<file path="src/rtl/fetch_sequencer.sv">
// Fetch/execute sequencer for the RV32I datapath: owns the PC, fetches over a
// req/ack port, presents one instruction per EXEC cycle and halts on faults.
//
// state | meaning
// IDLE  | out of reset, waiting for the first clock edge
// FETCH | imem_req_o high at pc, waiting for imem_ack_i (timeout counted)
// EXEC  | instruction latched, datapath commits unless stalled
// HALT  | sticky stop after a misaligned redirect or fetch timeout
module fetch_sequencer #(
    parameter int                  XLEN     = 32,
    parameter logic [XLEN-1:0]     RESET_PC = '0,
    parameter int                  MAX_WAIT = 15
) (
    input  logic            clk_i,
    input  logic            reset_i,
    output logic            imem_req_o,
    output logic [XLEN-1:0] imem_addr_o,
    input  logic            imem_ack_i,
    input  logic [31:0]     imem_rdata_i,
    output logic [31:0]     instr_o,
    output logic            instr_valid_o,
    output logic [XLEN-1:0] pc_o,
    output logic [XLEN-1:0] pc_plus4_o,
    input  logic            stall_i,
    input  logic            take_branch_i,
    input  logic [XLEN-1:0] branch_target_i,
    output logic            halted_o,
    output logic [1:0]      fault_code_o
);

    localparam logic [1:0] ST_IDLE  = 2'd0;
    localparam logic [1:0] ST_FETCH = 2'd1;
    localparam logic [1:0] ST_EXEC  = 2'd2;
    localparam logic [1:0] ST_HALT  = 2'd3;

    localparam logic [1:0]  FAULT_NONE  = 2'b00;
    localparam logic [1:0]  FAULT_ALIGN = 2'b01;
    localparam logic [1:0]  FAULT_TIME  = 2'b10;
    localparam logic [31:0] NOP         = 32'h0000_0013;
    localparam logic [7:0]  WAIT_LAST   = 8'(MAX_WAIT - 1);

    logic [1:0]      state_q, state_d;
    logic [XLEN-1:0] pc_q, pc_d;
    logic [31:0]     instr_q, instr_d;
    logic [7:0]      wait_q, wait_d;
    logic [1:0]      fault_q, fault_d;
    logic [XLEN-1:0] pc_plus4;

    assign pc_plus4 = pc_q + XLEN'(4);

    always_comb begin
        state_d = state_q;
        pc_d    = pc_q;
        instr_d = instr_q;
        wait_d  = wait_q;
        fault_d = fault_q;
        case (state_q)
            ST_IDLE: state_d = ST_FETCH;
            ST_FETCH: begin
                if (imem_ack_i) begin
                    instr_d = imem_rdata_i;
                    wait_d  = '0;
                    state_d = ST_EXEC;
                end else begin
                    wait_d = wait_q + 8'd1;
                    if (wait_q == WAIT_LAST) begin
                        fault_d = FAULT_TIME;
                        state_d = ST_HALT;
                    end
                end
            end
            ST_EXEC: begin
                // stall has priority; a held redirect is simply re-sampled later
                if (!stall_i) begin
                    if (!take_branch_i) begin
                        pc_d    = pc_plus4;
                        state_d = ST_FETCH;
                    end else if (branch_target_i[1:0] == 2'b00) begin
                        pc_d    = branch_target_i;
                        state_d = ST_FETCH;
                    end else begin
                        fault_d = FAULT_ALIGN;
                        state_d = ST_HALT;
                    end
                end
            end
            ST_HALT: state_d = ST_HALT;
            default: state_d = ST_IDLE;
        endcase
    end

    always_ff @(posedge clk_i or posedge reset_i) begin
        if (reset_i) begin
            state_q <= ST_IDLE;
            pc_q    <= RESET_PC;
            instr_q <= NOP;
            wait_q  <= '0;
            fault_q <= FAULT_NONE;
        end else begin
            state_q <= state_d;
            pc_q    <= pc_d;
            instr_q <= instr_d;
            wait_q  <= wait_d;
            fault_q <= fault_d;
        end
    end

    // Strobes come from state; stall only masks the commit strobe so a held EXEC never commits.
    assign imem_req_o    = (state_q == ST_FETCH);
    assign instr_valid_o = (state_q == ST_EXEC) && !stall_i;
    assign halted_o      = (state_q == ST_HALT);
    assign imem_addr_o   = pc_q;
    assign pc_o          = pc_q;
    assign pc_plus4_o    = pc_plus4;
    assign instr_o       = instr_q;
    assign fault_code_o  = fault_q;

endmodule

</file>
<file path="config.mk">
export PLATFORM = sky130hd
export DESIGN_NAME = fetch_sequencer
export DESIGN_NICKNAME = d
export VERILOG_FILES = /design/src/rtl/fetch_sequencer.sv
export SDC_FILE = /design/constraint.sdc
export NUM_CORES = 1
export LEC_CHECK = 0
export ABC_AREA = 1
export CORE_ASPECT_RATIO = 1.25
export CORE_MARGIN = 5
export CORE_UTILIZATION = 40
export DETAILED_ROUTE_END_ITERATION = 10
export PLACE_DENSITY = 0.78
export SYNTH_ARGS = -nofsm -noshare
export SYNTH_HDL_FRONTEND = slang
export SYNTH_SLANG_ARGS = --single-unit
</file>
<file path="constraint.sdc">
create_clock -name clk_i -period 2.5 [get_ports clk_i]
set_input_delay 0.375 -clock clk_i [delete_from_list [all_inputs] [get_ports clk_i]]
set_output_delay 0.375 -clock clk_i [all_outputs]
set_load 0.01 [all_outputs]
</file>
=== Word level (Yosys, flattened, before mapping) ===
Cells that the tools add are included.

* Register bits after elaboration: 76
* Bits of input ports: 69
* Output and inout port bits: 133
* Logic and storage cells: 43

* Add/sub/neg operators: 2
* Equal/unequal tests: 11
* Muxes and demuxes: 15
* Bitwise gates (word level): 1
* Reductions and logical operators: 9

{| class="wikitable"
|+ Operators with widths
! kind !! count
|-
| two-way mux 32 bit || 2
|-
| adder 32 x 3 -> 32 bit, second input constant || 1
|-
| two-way mux 2 bit || 10
|-
| adder 8 x 1 -> 8 bit, second input constant || 1
|-
| == test 8 x 4 -> 1 bit, second input constant || 1
|-
| two-way mux 8 bit || 1
|-
| inequality test 2 bit, second input constant || 4
|-
| case mux 2 bit (4 select lines) || 1
|-
| AND reduction 6 bit || 1
|-
| == test 2 bit, second input constant || 2
|-
| logical NOT 2 bit || 2
|-
| inequality test 2 x 1 -> 1 bit, second input constant || 2
|-
| case mux 2 bit (2 select lines) || 1
|-
| AND reduction 2 bit || 2
|-
| inequality test 3 x 1 -> 1 bit, second input constant || 1
|-
| AND reduction 3 bit || 1
|-
| == test 2 x 1 -> 1 bit, second input constant || 1
|-
| nonzero test 2 bit || 1
|-
| logical AND 1 bit || 1
|-
| logical NOT 1 bit || 1
|-
| inverter 1 bit || 1
|}

=== Longest topological paths before layout ===
* Depth in word-level cells: 5
* Gate-level depth with buffers: 10
* Gate-level depth less buffers: 10

=== Worst setup path after synthesis ===
OpenSTA, ideal clock, no wires.

* Path type: flip-flop to output port
* Start: register pc_q[3] (netlist: imem_addr_o[3])
* End: output port pc_plus4_o[22]
* Arrival: 1448 ps
* Required time: 2125 ps
* Slack: 677 ps
* Stages on the path, launching flop included: 8
* Buffers on the path: 0
* Cells stage by stage: dfrtp_1 ha_1 nand2_1 nor2_2 nand2_2 nor2_4 nand3_1 and2_1

* Word-level cells in the longest chain between the ends: 1

{| class="wikitable"
|+ Ends and longest elaborated chain
! what !! line !! text
|-
| from (decl) || 43 || <nowiki>logic [XLEN-1:0] pc_q, pc_d;</nowiki>
|-
| from (signal assigned) || 101 || <nowiki>pc_q <= pc_d;</nowiki>
|-
| adder 32 x 3 -> 32 bit || 49 || <nowiki>assign pc_plus4 = pc_q + XLEN'(4);</nowiki>
|-
| to (decl) || 23 || <nowiki>output logic [XLEN-1:0] pc_plus4_o,</nowiki>
|}

No other way between the ends.

=== Final worst setup path ===
* Start: register pc_q[3] (netlist: imem_addr_o[3])
* End: output port pc_plus4_o[19]

Same word-level chain as after synthesis.

==> results.tsv <==
stage	metric	value	unit
clock_tree	Clock Tree Buf Depth	2	
synth	register bit total from synthesis	76	
final_layout	final design utilization	64.4	%
timing	Max transition margin	62.4	%
timing	RSZ-0062 raised after global routing	true	
grt	GRT Util Overall	21.1	%
timing	hold_ws	0.393	ns
power	Pwr Density	1180	mW/mm^2
synth	synth unique cells	31	
final_layout	diode count	0	
worst_setup_path	Crit Path Category	reg -> out	
synth	synth cell count leaders	nand2_1 (257), dfrtp_1 (73), nor2_1 (37), buf_4 (36), inv_1 (36)	
clock_tree	CTS Root Cell	clkbuf_16	
power	maximum VDD drop	0.000632	V
synth	mapped cell area	0.00436	mm^2
timing	period utilisation layout	101	%
drt	DR vias/cell	4.99	
clock_tree	clock sink total	76	
die	DIE AREA	0.0131	mm^2
grt	initial antenna violation count	0	
worst_setup_path	Top Family by Delay on Critical Path	simple AND/OR/NAND/NOR gates	
die	# IOs	202	
die	die width	103	um
grt	first-pass GRT wire length	21.9	mm
timing	setup ws final	-0.0127	ns
synth	sequential element share of the synthesized area	43.7	%
clock_tree	later-pin clock latency in the skew report	0.33	ns
place	HPWL after detailed placement	10.5	mm
synth	FFs w/ async S/R, synth	100	%
drt	post-route ant nets	0	
worst_setup_path	Worst Setup End Kind	output pin	
worst_setup_path	Slowest-stage cell, CP	clkdlybuf4s50_1	
synth	post-synthesis cell count	575	
worst_setup_path	crit-path cells	buf_4 > nand2_1 > nor2_4 > nand2_2 > nor2_4 > nand3b_1 > nand2_1 > clkdlybuf4s50_1	
final_layout	Finished Layout Cells	906	
place	Placed Area	0.00634	mm^2
die	die span in y	127	um
power	Pwr Total	8.11	mW
synth	area leader, netlist	dfrtp_1	
drt	vias	4518	
drt	1st-iter DRT viols	180	
run_status	status	finished, violations left	
die	CORE AREA	0.0106	mm^2
timing	Hold Violations, Final	0	
drt	DRC viols	0	
synth	Syn Area/Cell	7.59	um^2
timing	endpoints failing setup	2	
place	DP Cell Count	875	
synth	Synth area leaders	dfrtp_1 (42%), nand2_1 (22%), buf_4 (6.2%)	
final_layout	nets	841	
synth	Synth Flop Type	dfrtp_1	
drt	DR top layer	met4	
drt	post-DR wirelength/cell	15.6	um
die	Starting Density	41.1	%
drt	WL final	14.1	mm
grt	vias in the first global route	4483	
place	GP Congestion	0.917	
drt	Post-Route M1 WL	5.00	mm
worst_setup_path	r2r setup slk	0.80	ns
synth	Synth warnings	0	
synth	most instantiated library cell after synthesis	nand2_1	
final_layout	Fillers	869	
worst_setup_path	CP Launch Type	flop	
flow_run	# Max-Cap Violations	0	
final_layout	multi-input logic area	0.00203	mm^2
clock_tree	Worst-path clk slew	0.06	ns
final_layout	Seq. cell area	0.00192	mm^2
grt	largest net degree at the start of global routing	51	
final_layout	Layout area overhead	56.8	%
drt	met3 wire length	1.74	mm
timing	Clock Skew	0.00631	ns
worst_hold_path	worst hold path class	in -> async	
synth	Post-synth EDFFs	0	
clock_tree	CTS tree	done	
timing	Pins Over Slew Limit	0	
drt	TritonRoute pass-1 iters	5	
clock_tree	H-tree levels	3	
clock_tree	cts bufs inserted	9	
grt	grt ovf	0	
worst_setup_path	crit-path max cell delay	0.55	ns
run_status	failing checks	setup timing	
place	PortBufs	201	
drt	met2 WL post-DR	6.99	mm
die	site row count	42	
worst_setup_path	worst-path maximum fanout	5	
worst_setup_path	crit path DAT	2.14	ns
worst_setup_path	CP required	2.12	ns
timing	setup tns final	-0.0127	ns
worst_setup_path	WP buf/inv	2	
final_layout	share of layout cells above drive strength 1	12.3	%
synth	Yosys top cell area share	41.9	%
timing	Slew @ Worst Pin	0.563	ns
power	Static Leak	3.24	nW
synth	Mapped Nets	647	
final_layout	design area	0.00684	mm^2
timing	Tmin final	2.51	ns
place	pre-CTS setup slack	0.0484	ns
timing	Fmax achieved	398	MHz
final timing paths:
path / from / end / cells after the start
worst max-delay path: imem_addr_o[3] / pc_plus4_o[19] / 8
worst min-delay path: reset_i / imem_addr_o[31] / 2
worst max register to register: imem_addr_o[2] / imem_addr_o[28] / 11
worst min register to register: instr_o[4] / instr_o[4] / 2
max in group asynchronous: reset_i / instr_o[1] / 3
min in group clk_i: instr_o[4] / instr_o[4] / 2
registers in the layout, summed over array words and instances (netlist names):
register      flops
instr_o          32
fault_code_o      2
wait_q            8
state_q           2
imem_addr_o      32
repair_timing:
action                                  4_1_cts  5_1_grt
pin swaps                                     6        4
endpoints found under the setup margin       22       13
resized for setup                            32       18
hold buffers                                  0        0
hold endpoints to repair                      0        0
buffers inserted                              9        6
kinds of logic after synthesis:
| kind of cell | count (synthesis) | share of synthesized area (%) |
|---|---|---|
| simple gates | 356 | 35.2 |
| buf+inv | 87 | 10.8 |
| flops | 76 | 43.7 |
| compound gates | 38 | 5.76 |
| xor+xnor | 15 | 3.70 |
| fa+ha+maj | 3 | 0.860 |
final cells by class:
class / instances / area share [%]
clock buffers: 12 / 3.60
clock inverters: 4 / 1.45
inverters: 40 / 2.21
multi-input cells: 412 / 29.7
flip-flops and latches: 76 / 28.1
well taps: 132 / 2.41
repair buffers: 230 / 32.6
where the power goes:
part	switching (mW)	internal, mW
Clock	0.498	1.01
Combinational	1.97	2.27
Sequential	0.558	1.80
Total	3.03	5.08
placed cells by master, fill, tap and decap left out, types with 2 or more instances in the layout:
cell type,n
dfrtp_1,61
and2_1,3
xor2_2,5
clkbuf_2,2
nand2_2,4
nand3b_1,6
nand3_1,19
nor2_4,13
inv_2,4
nor2_1,36
nand4_1,7
clkbuf_1,2
o21ai_0,7
bufinv_16,3
nor3_1,7
o21a_1,2
dlymetal6s2s_1,4
a22oi_1,21
nor2_2,2
clkbuf_16,9
dfstp_2,3
dfrtp_2,12
nand2_1,255
xor2_1,6
ha_1,2
inv_1,35
xnor2_1,3
buf_4,28
nand2_4,2
dlygate4sd2_1,13
a21oi_1,5
clkdlybuf4s50_1,180
routing by layer:
layer  track usage, %  vias up
li1                 -     2155
met1             23.8     2105
met2             35.2      233
met3             8.02       25
met4             8.46        0
met5                0        -
Power figures use the tool's default switching activity.
